`src/rtl/smg_pkg.sv`:
```
// Shared display-path definitions: hex glyphs (gfedcba, active-high), digit count, scan FSM states.
// Used by both the display driver and the scan decoder so the glyph set cannot drift.
package smg_pkg;

    localparam int SMG_DIGITS = 4;

    localparam logic [6:0] SMG_GLYPH_0 = 7'h3F;
    localparam logic [6:0] SMG_GLYPH_1 = 7'h06;
    localparam logic [6:0] SMG_GLYPH_2 = 7'h5B;
    localparam logic [6:0] SMG_GLYPH_3 = 7'h4F;
    localparam logic [6:0] SMG_GLYPH_4 = 7'h66;
    localparam logic [6:0] SMG_GLYPH_5 = 7'h6D;
    localparam logic [6:0] SMG_GLYPH_6 = 7'h7D;
    localparam logic [6:0] SMG_GLYPH_7 = 7'h07;
    localparam logic [6:0] SMG_GLYPH_8 = 7'h7F;
    localparam logic [6:0] SMG_GLYPH_9 = 7'h6F;
    localparam logic [6:0] SMG_GLYPH_A = 7'h77;
    localparam logic [6:0] SMG_GLYPH_B = 7'h7C;
    localparam logic [6:0] SMG_GLYPH_C = 7'h39;
    localparam logic [6:0] SMG_GLYPH_D = 7'h5E;
    localparam logic [6:0] SMG_GLYPH_E = 7'h79;
    localparam logic [6:0] SMG_GLYPH_F = 7'h71;

    typedef enum logic [1:0] {
        IDLE   = 2'd0,
        SETTLE = 2'd1,
        HELD   = 2'd2
    } smg_state_e;

endpackage

```
`src/rtl/smg_glyph_dec.sv`:
```
// Glyph decoder: active-high 7-segment pattern to hex nibble plus match flag.
// Latency: combinational, no registers.
// Backpressure: none; pure function of the input pattern.
module smg_glyph_dec (
    input  logic [6:0] seg,
    output logic       valid,
    output logic [3:0] nibble
);
    import smg_pkg::*;

    always_comb begin
        valid  = 1'b1;
        nibble = 4'h0;
        case (seg)
            SMG_GLYPH_0: nibble = 4'h0;
            SMG_GLYPH_1: nibble = 4'h1;
            SMG_GLYPH_2: nibble = 4'h2;
            SMG_GLYPH_3: nibble = 4'h3;
            SMG_GLYPH_4: nibble = 4'h4;
            SMG_GLYPH_5: nibble = 4'h5;
            SMG_GLYPH_6: nibble = 4'h6;
            SMG_GLYPH_7: nibble = 4'h7;
            SMG_GLYPH_8: nibble = 4'h8;
            SMG_GLYPH_9: nibble = 4'h9;
            SMG_GLYPH_A: nibble = 4'hA;
            SMG_GLYPH_B: nibble = 4'hB;
            SMG_GLYPH_C: nibble = 4'hC;
            SMG_GLYPH_D: nibble = 4'hD;
            SMG_GLYPH_E: nibble = 4'hE;
            SMG_GLYPH_F: nibble = 4'hF;
            default:     valid  = 1'b0;
        endcase
    end

endmodule

```
`src/rtl/smg_scan_decoder.sv`:
```
// Scan decoder: rebuilds a 16-bit hex frame from multiplexed 7-seg lines (SMG_DP_CAPTURE_EN adds dp).
// Latency: digit accepted 2+STABLE_CYC cycles after its pins settle; data_valid one cycle after the completing acceptance.
// Backpressure: none; data_valid is a one-cycle pulse and data_out holds until the next frame.
module smg_scan_decoder #(
    parameter int STABLE_CYC     = 16,
    parameter int TIMEOUT_CYC    = 500000,
    parameter bit SEG_ACTIVE_LOW = 1'b1,
    parameter bit COM_ACTIVE_LOW = 1'b1
) (
    input  logic        clk,
    input  logic        rst,
    input  logic [6:0]  smg_7_in,
    input  logic [3:0]  smg_4_in,
    output logic [15:0] data_out,
    output logic        data_valid,
    output logic        frame_err,
    output logic        display_lost
`ifdef SMG_DP_CAPTURE_EN
    ,
    input  logic        smg_p_in,
    output logic [3:0]  dp_out
`endif
);
    import smg_pkg::*;

`ifdef SMG_DP_CAPTURE_EN
    localparam int SW = 8;
`else
    localparam int SW = 7;
`endif
    localparam int RW   = SW + 4;
    localparam int TO_W = $clog2(TIMEOUT_CYC + 1);

    localparam logic [SW-1:0]   SEG_INV   = SEG_ACTIVE_LOW ? {SW{1'b1}} : {SW{1'b0}};
    localparam logic [3:0]      COM_INV   = COM_ACTIVE_LOW ? 4'hF : 4'h0;
    localparam logic [15:0]     STABLE_M1 = 16'(STABLE_CYC - 1);
    localparam logic [TO_W-1:0] TO_MAX    = TO_W'(TIMEOUT_CYC);

    logic [RW-1:0] raw;
    logic [RW-1:0] sync1_q;
    logic [RW-1:0] sync2_q;

`ifdef SMG_DP_CAPTURE_EN
    assign raw = {smg_p_in, smg_7_in, smg_4_in};
`else
    assign raw = {smg_7_in, smg_4_in};
`endif

    always_ff @(posedge clk) begin
        if (rst) begin
            sync1_q <= '0;
            sync2_q <= '0;
        end else begin
            sync1_q <= raw;
            sync2_q <= sync1_q;
        end
    end

    logic [SW-1:0] seg_n;
    logic [3:0]    com_n;
    logic [1:0]    com_idx;
    logic          com_one;

    assign seg_n = sync2_q[RW-1:4] ^ SEG_INV;
    assign com_n = sync2_q[3:0] ^ COM_INV;

    // Anything other than exactly one active common is treated as a blank slot.
    always_comb begin
        com_idx = 2'd0;
        com_one = 1'b1;
        case (com_n)
            4'b0001: com_idx = 2'd0;
            4'b0010: com_idx = 2'd1;
            4'b0100: com_idx = 2'd2;
            4'b1000: com_idx = 2'd3;
            default: com_one = 1'b0;
        endcase
    end

    logic [SW+1:0] sample;
    logic          blank;
    logic          glyph_vld;
    logic [3:0]    glyph_nib;

    assign sample = {com_idx, seg_n};
    assign blank  = ~com_one;

    smg_glyph_dec u_glyph_dec (
        .seg    (seg_n[6:0]),
        .valid  (glyph_vld),
        .nibble (glyph_nib)
    );

    smg_state_e                     state_q;
    logic [SW+1:0]                  ref_q;
    logic [15:0]                    cnt_q;
    logic [SMG_DIGITS-1:0][3:0]     shadow_q;
    logic [SMG_DIGITS-1:0]          capt_mask_q;
    logic                           pend_err_q;
    logic                           done_q;
    logic                           done_err_q;
    logic [TO_W-1:0]                to_cnt_q;

    logic                  same;
    logic                  acc;
    logic [SMG_DIGITS-1:0] mask_nxt;
    logic                  err_nxt;

    always_comb begin
        same     = (sample == ref_q);
        acc      = (state_q == SETTLE) && !blank && same && (cnt_q == STABLE_M1);
        mask_nxt = capt_mask_q | (SMG_DIGITS'(1) << com_idx);
        err_nxt  = pend_err_q | ~glyph_vld;
    end

    always_ff @(posedge clk) begin
        if (rst) begin
            state_q      <= IDLE;
            ref_q        <= '0;
            cnt_q        <= '0;
            shadow_q     <= '0;
            capt_mask_q  <= '0;
            pend_err_q   <= 1'b0;
            done_q       <= 1'b0;
            done_err_q   <= 1'b0;
            to_cnt_q     <= '0;
            data_out     <= '0;
            data_valid   <= 1'b0;
            frame_err    <= 1'b0;
            display_lost <= 1'b0;
        end else begin
            data_valid <= done_q;
            done_q     <= 1'b0;
            if (done_q) begin
                data_out  <= shadow_q;
                frame_err <= done_err_q;
            end

            unique case (state_q)
                IDLE: begin
                    if (!blank) begin
                        ref_q   <= sample;
                        cnt_q   <= 16'd1;
                        state_q <= SETTLE;
                    end
                end
                SETTLE: begin
                    if (blank) begin
                        state_q <= IDLE;
                    end else if (!same) begin
                        ref_q <= sample;
                        cnt_q <= 16'd1;
                    end else if (acc) begin
                        state_q <= HELD;
                    end else begin
                        cnt_q <= cnt_q + 16'd1;
                    end
                end
                HELD: begin
                    if (blank) begin
                        state_q <= IDLE;
                    end else if (!same) begin
                        ref_q   <= sample;
                        cnt_q   <= 16'd1;
                        state_q <= SETTLE;
                    end
                end
                default: state_q <= IDLE;
            endcase

            // An acceptance always restarts the watchdog, so completion beats a coincident timeout.
            if (acc) begin
                shadow_q[com_idx] <= glyph_nib;
                to_cnt_q          <= '0;
                display_lost      <= 1'b0;
                if (&mask_nxt) begin
                    done_q      <= 1'b1;
                    done_err_q  <= err_nxt;
                    capt_mask_q <= '0;
                    pend_err_q  <= 1'b0;
                end else begin
                    capt_mask_q <= mask_nxt;
                    pend_err_q  <= err_nxt;
                end
            end else if (to_cnt_q != TO_MAX) begin
                to_cnt_q <= to_cnt_q + TO_W'(1);
                if (to_cnt_q == TO_MAX - TO_W'(1)) begin
                    display_lost <= 1'b1;
                    capt_mask_q  <= '0;
                    pend_err_q   <= 1'b0;
                end
            end
        end
    end

`ifdef SMG_DP_CAPTURE_EN
    logic [SMG_DIGITS-1:0] dp_shadow_q;

    always_ff @(posedge clk) begin
        if (rst) begin
            dp_shadow_q <= '0;
            dp_out      <= '0;
        end else begin
            if (acc) begin
                dp_shadow_q[com_idx] <= seg_n[7];
            end
            if (done_q) begin
                dp_out <= dp_shadow_q;
            end
        end
    end
`endif

endmodule

```
`config.mk`:
```
export PLATFORM = sky130hd
export DESIGN_NAME = smg_scan_decoder
export DESIGN_NICKNAME = d
export VERILOG_FILES = /design/src/rtl/smg_pkg.sv /design/src/rtl/smg_glyph_dec.sv /design/src/rtl/smg_scan_decoder.sv
export SDC_FILE = /design/constraint.sdc
export NUM_CORES = 1
export LEC_CHECK = 0
export ABC_AREA = 1
export BUFFER_PORTS_ARGS = -buffer_cell sky130_fd_sc_hd__clkbuf_2
export CORE_AREA = 3 3 119 92
export DETAILED_ROUTE_END_ITERATION = 8
export DIE_AREA = 0 0 122 95
export GPL_TIMING_DRIVEN = 1
export PLACE_DENSITY = 0.75
export SLEW_MARGIN = 5
export SYNTH_ARGS = -nofsm -noshare
export SYNTH_HDL_FRONTEND = slang
export SYNTH_HIERARCHICAL = 1
export SYNTH_SLANG_ARGS = --single-unit
```
`constraint.sdc`:
```
create_clock -name clk -period 2.48 [get_ports clk]
set_input_delay 0.496 -clock clk [delete_from_list [all_inputs] [get_ports clk]]
set_output_delay 0.496 -clock clk [all_outputs]
set_load 0.03 [all_outputs]
```
==> flow_summary.toml <==
[outcome]
outcome = "completed"

[timing]
setup_viol = 0
fmax_mhz = 449
rsz0062_at_grt = "false"
tightest_slew_ns = 0.795
finalMaxSlewViolations = 0
finalSetupTns_ns = 0
finalHoldViolCount = 0
finClkSkew_ns = 0.00725
relSlewSlack_pct = 47.0
fin_crit_sh_pct = 89.9
fin_crit_ns = 2.23

[setup_path]
rr_worst_depth = 12
worstSetupStartpointType = "flop"
r2r_slack_ns = 0.25
worst-setup-path-type = "reg -> reg"
timing.rr.start = "cnt_q[1]$_SDFFE_PP0P_"
timing.rr.end = "cnt_q[9]$_SDFFE_PP0P_"
endpoint_kind = "flop"
cp.required_ns = 2.73
cp_data_arrival_time_ns = 2.47
crit_fanout = 18
cp-endpoint = "cnt_q[9]$_SDFFE_PP0P_"
startpoint = "cnt_q[1]$_SDFFE_PP0P_"

[clock_tree]
h-tree-depth = 3
cts_tree = "yes"
clkTransAtPathRegs_ns = 0.07
cts_hold_buffers = 0
cts-root-buf = "clkbuf_16"
clkSinkCount = 110
cts_buffers = 9
clk_latency_ns = 0.34
cts_buffer_depth = 2

[global_routing]
grt-ovfl-total = 0
grtUsageTotal_pct = 20.0
grt_max_degree = 49
antenna_found_initial = 0
grt_pass1_vias = 4332
grt_pass1_wl_mm = 19.0

[power]
finalPower_mw = 4.42
vdd_ir_drop_max_uv = 415
power_density_mw_per_mm2 = 742
p_leak_nw = 2.66

[synth]
netlist_area_mm2 = 0.00541
syn-num-nets = 819
ys_types = 38
synth_area_leaders = "dfxtp_1 41%, nand2_1 11%, nor2_1 10%"
ys_ff_latch = 110
synthCells = 799
yosys.area.top_type = "dfxtp_1"
async_flop_share_pct = 0
yosys.area.top_type_share_pct = 40.7
ys_warn_count = 6
synth_edf_count = 0
synthFlopType = "dfxtp_1"
syn_avg_cell_area_um2 = 6.77
synth-seq-area-share_pct = 40.7

[route]
wirelength_mm = 10.9
drt-initial-drc-count = 311
first_pass_iters = 5
via_count = 4877
avgViaCountPerCell = 5.06
wire_per_inst_um = 11.3
drc = 0
ant_nets = 0

[finish]
final_common_cell = "nand2_1"
drive_gt1_share_pct = 10.6
diodes = 0
syn2layout_area_growth_pct = 10.2
layoutNonFillerInstCount = 963
final_cell_mix = "152 x nand2_1, 150 x nor2_1, 118 x inv_1, 110 x dfxtp_1, 57 x a21oi_1"
num-fill-cells = 910
nets = 846

[die]
initial_utilization_pct = 55.6
core_area_mm2 = 0.00974
die_w_um = 122
io_pins = 32
rows = 31
die_area_mm2 = 0.0116
die_h_um = 95

[placed_design]
gp_congestion = 0.951
portBuffers = 31
dp_hpwl_mm = 8.01
placed_cells = 947

[hold_path]
min_path_cells = 3
worst_hold_path_type = "in -> reg"

[flow_run]
maxCapViolations = 0
report_power, final:
group / leakage (nW) / total (mW) / switching (mW) / internal [mW]
Clock: 0.150 / 1.47 / 0.662 / 0.804
Combinational: 1.61 / 0.913 / 0.596 / 0.318
Sequential: 0.894 / 2.04 / 0.144 / 1.90
state kept, by name, indices dropped and copies added (netlist names):
| register | cells |
|---|---|
| pend_err_q | 1 |
| sync1_q | 11 |
| to_cnt_q | 19 |
| capt_mask_q | 4 |
| ref_q | 9 |
| frame_err | 1 |
| state_q | 2 |
| data_valid | 1 |
| data_out | 16 |
| done_q | 1 |
| done_err_q | 1 |
| shadow_q | 16 |
| sync2_q | 11 |
| cnt_q | 16 |
| display_lost | 1 |
worst min-delay path by stage:
| stage | start | endpoint | slack (ns) |
|---|---|---|---|
| 2_1_floorplan | sync1_q[0]$_SDFF_PP0_ | sync2_q[0]$_SDFF_PP0_ | 0.39 |
| 3_3_place_gp | sync1_q[10]$_SDFF_PP0_ | sync2_q[10]$_SDFF_PP0_ | 0.39 |
| 3_5_place_dp | sync1_q[2]$_SDFF_PP0_ | sync2_q[2]$_SDFF_PP0_ | 0.39 |
| 4_1_cts | smg_7_in[6] | sync1_q[10]$_SDFF_PP0_ | 0.32 |
| 5_1_grt | smg_7_in[6] | sync1_q[10]$_SDFF_PP0_ | 0.33 |
| 6_report | smg_7_in[6] | sync1_q[10]$_SDFF_PP0_ | 0.33 |
metal layers:
metal / global-route usage [%] / routed length (um) / up-vias
li1: - / - / 2565
met1: 27.0 / 5410 / 2168
met4: 6.16 / 188 / 0
met5: 0 / 0 / -
met3: 4.73 / 553 / 18
met2: 31.8 / 4720 / 126
synthesized netlist by cell type, types with 4 or more instances:
cell      count
nor2_1      150
nand2_2       9
dfxtp_1     110
nor4_1        4
nand3_1      42
clkbuf_1     10
inv_1       118
nand2_1     152
nor2_2        4
xor2_1       10
buf_2         5
ha_1          7
o21ai_0      47
nand4_1      14
nor3_1       19
a21oi_1      57
nand2_4       4
worst max-delay path, stage by stage, from the launching register on:
cell and delay [ns]:
dfxtp_1 0.36, ha_1 0.26, nand2_1 0.09, nor2_2 0.20, nand3_1 0.10, nor2_1 0.16
nand2_2 0.13, nor2_8 0.23, nor2_4 0.12, nand2_4 0.20, inv_1 0.13, nor2_1 0.10
nor2_1 0.05
cell type report:
cell class              count  area (um^2)  area share (%)
clock inverters             6         76.3            1.28
clock buffers              10          229            3.84
repair buffers             35          185            3.11
multi-input cells         547         2640            44.3
flip-flops and latches    110         2200            36.9
well taps                 132          165            2.77
inverters                 123          463            7.77
logic make-up (layout without fill, tap and decap cells):
kind of cell               after synthesis  count (layout)  share of synthesized area, %
AOI/OAI and AO/OA                      111             111                          10.5
xor gates and xnor gates                12              12                          1.94
adders and majority gates                7               7                          1.62
buffers and inverters                  142             174                          10.5
DFF                                    110             110                          40.7
and+or+nand+nor                        417             417                          34.7
per-stage QoR:
stage | hold slack (ns) | worst slack [ns] | instance area (um^2) | utilization, %
after floorplan | 0.388 | 0.702 | 5410 | -
after global placement | 0.391 | 0.359 | 5660 | 58.1
after detailed placement | 0.393 | 0.252 | 5660 | 58.1
after CTS | 0.323 | 0.238 | 5960 | 61.2
after global routing | 0.326 | 0.00743 | 5960 | 61.2
final | 0.333 | 0.251 | 5960 | 61.2
timing repair:
item                                    in CTS  in global routing
endpoints found under the hold margin        0                  0
buffers inserted                             0                  0
resized for setup                            0                  0
endpoints found under the setup margin       0                  5
No activity file was read; power rests on OpenSTA's default activity.
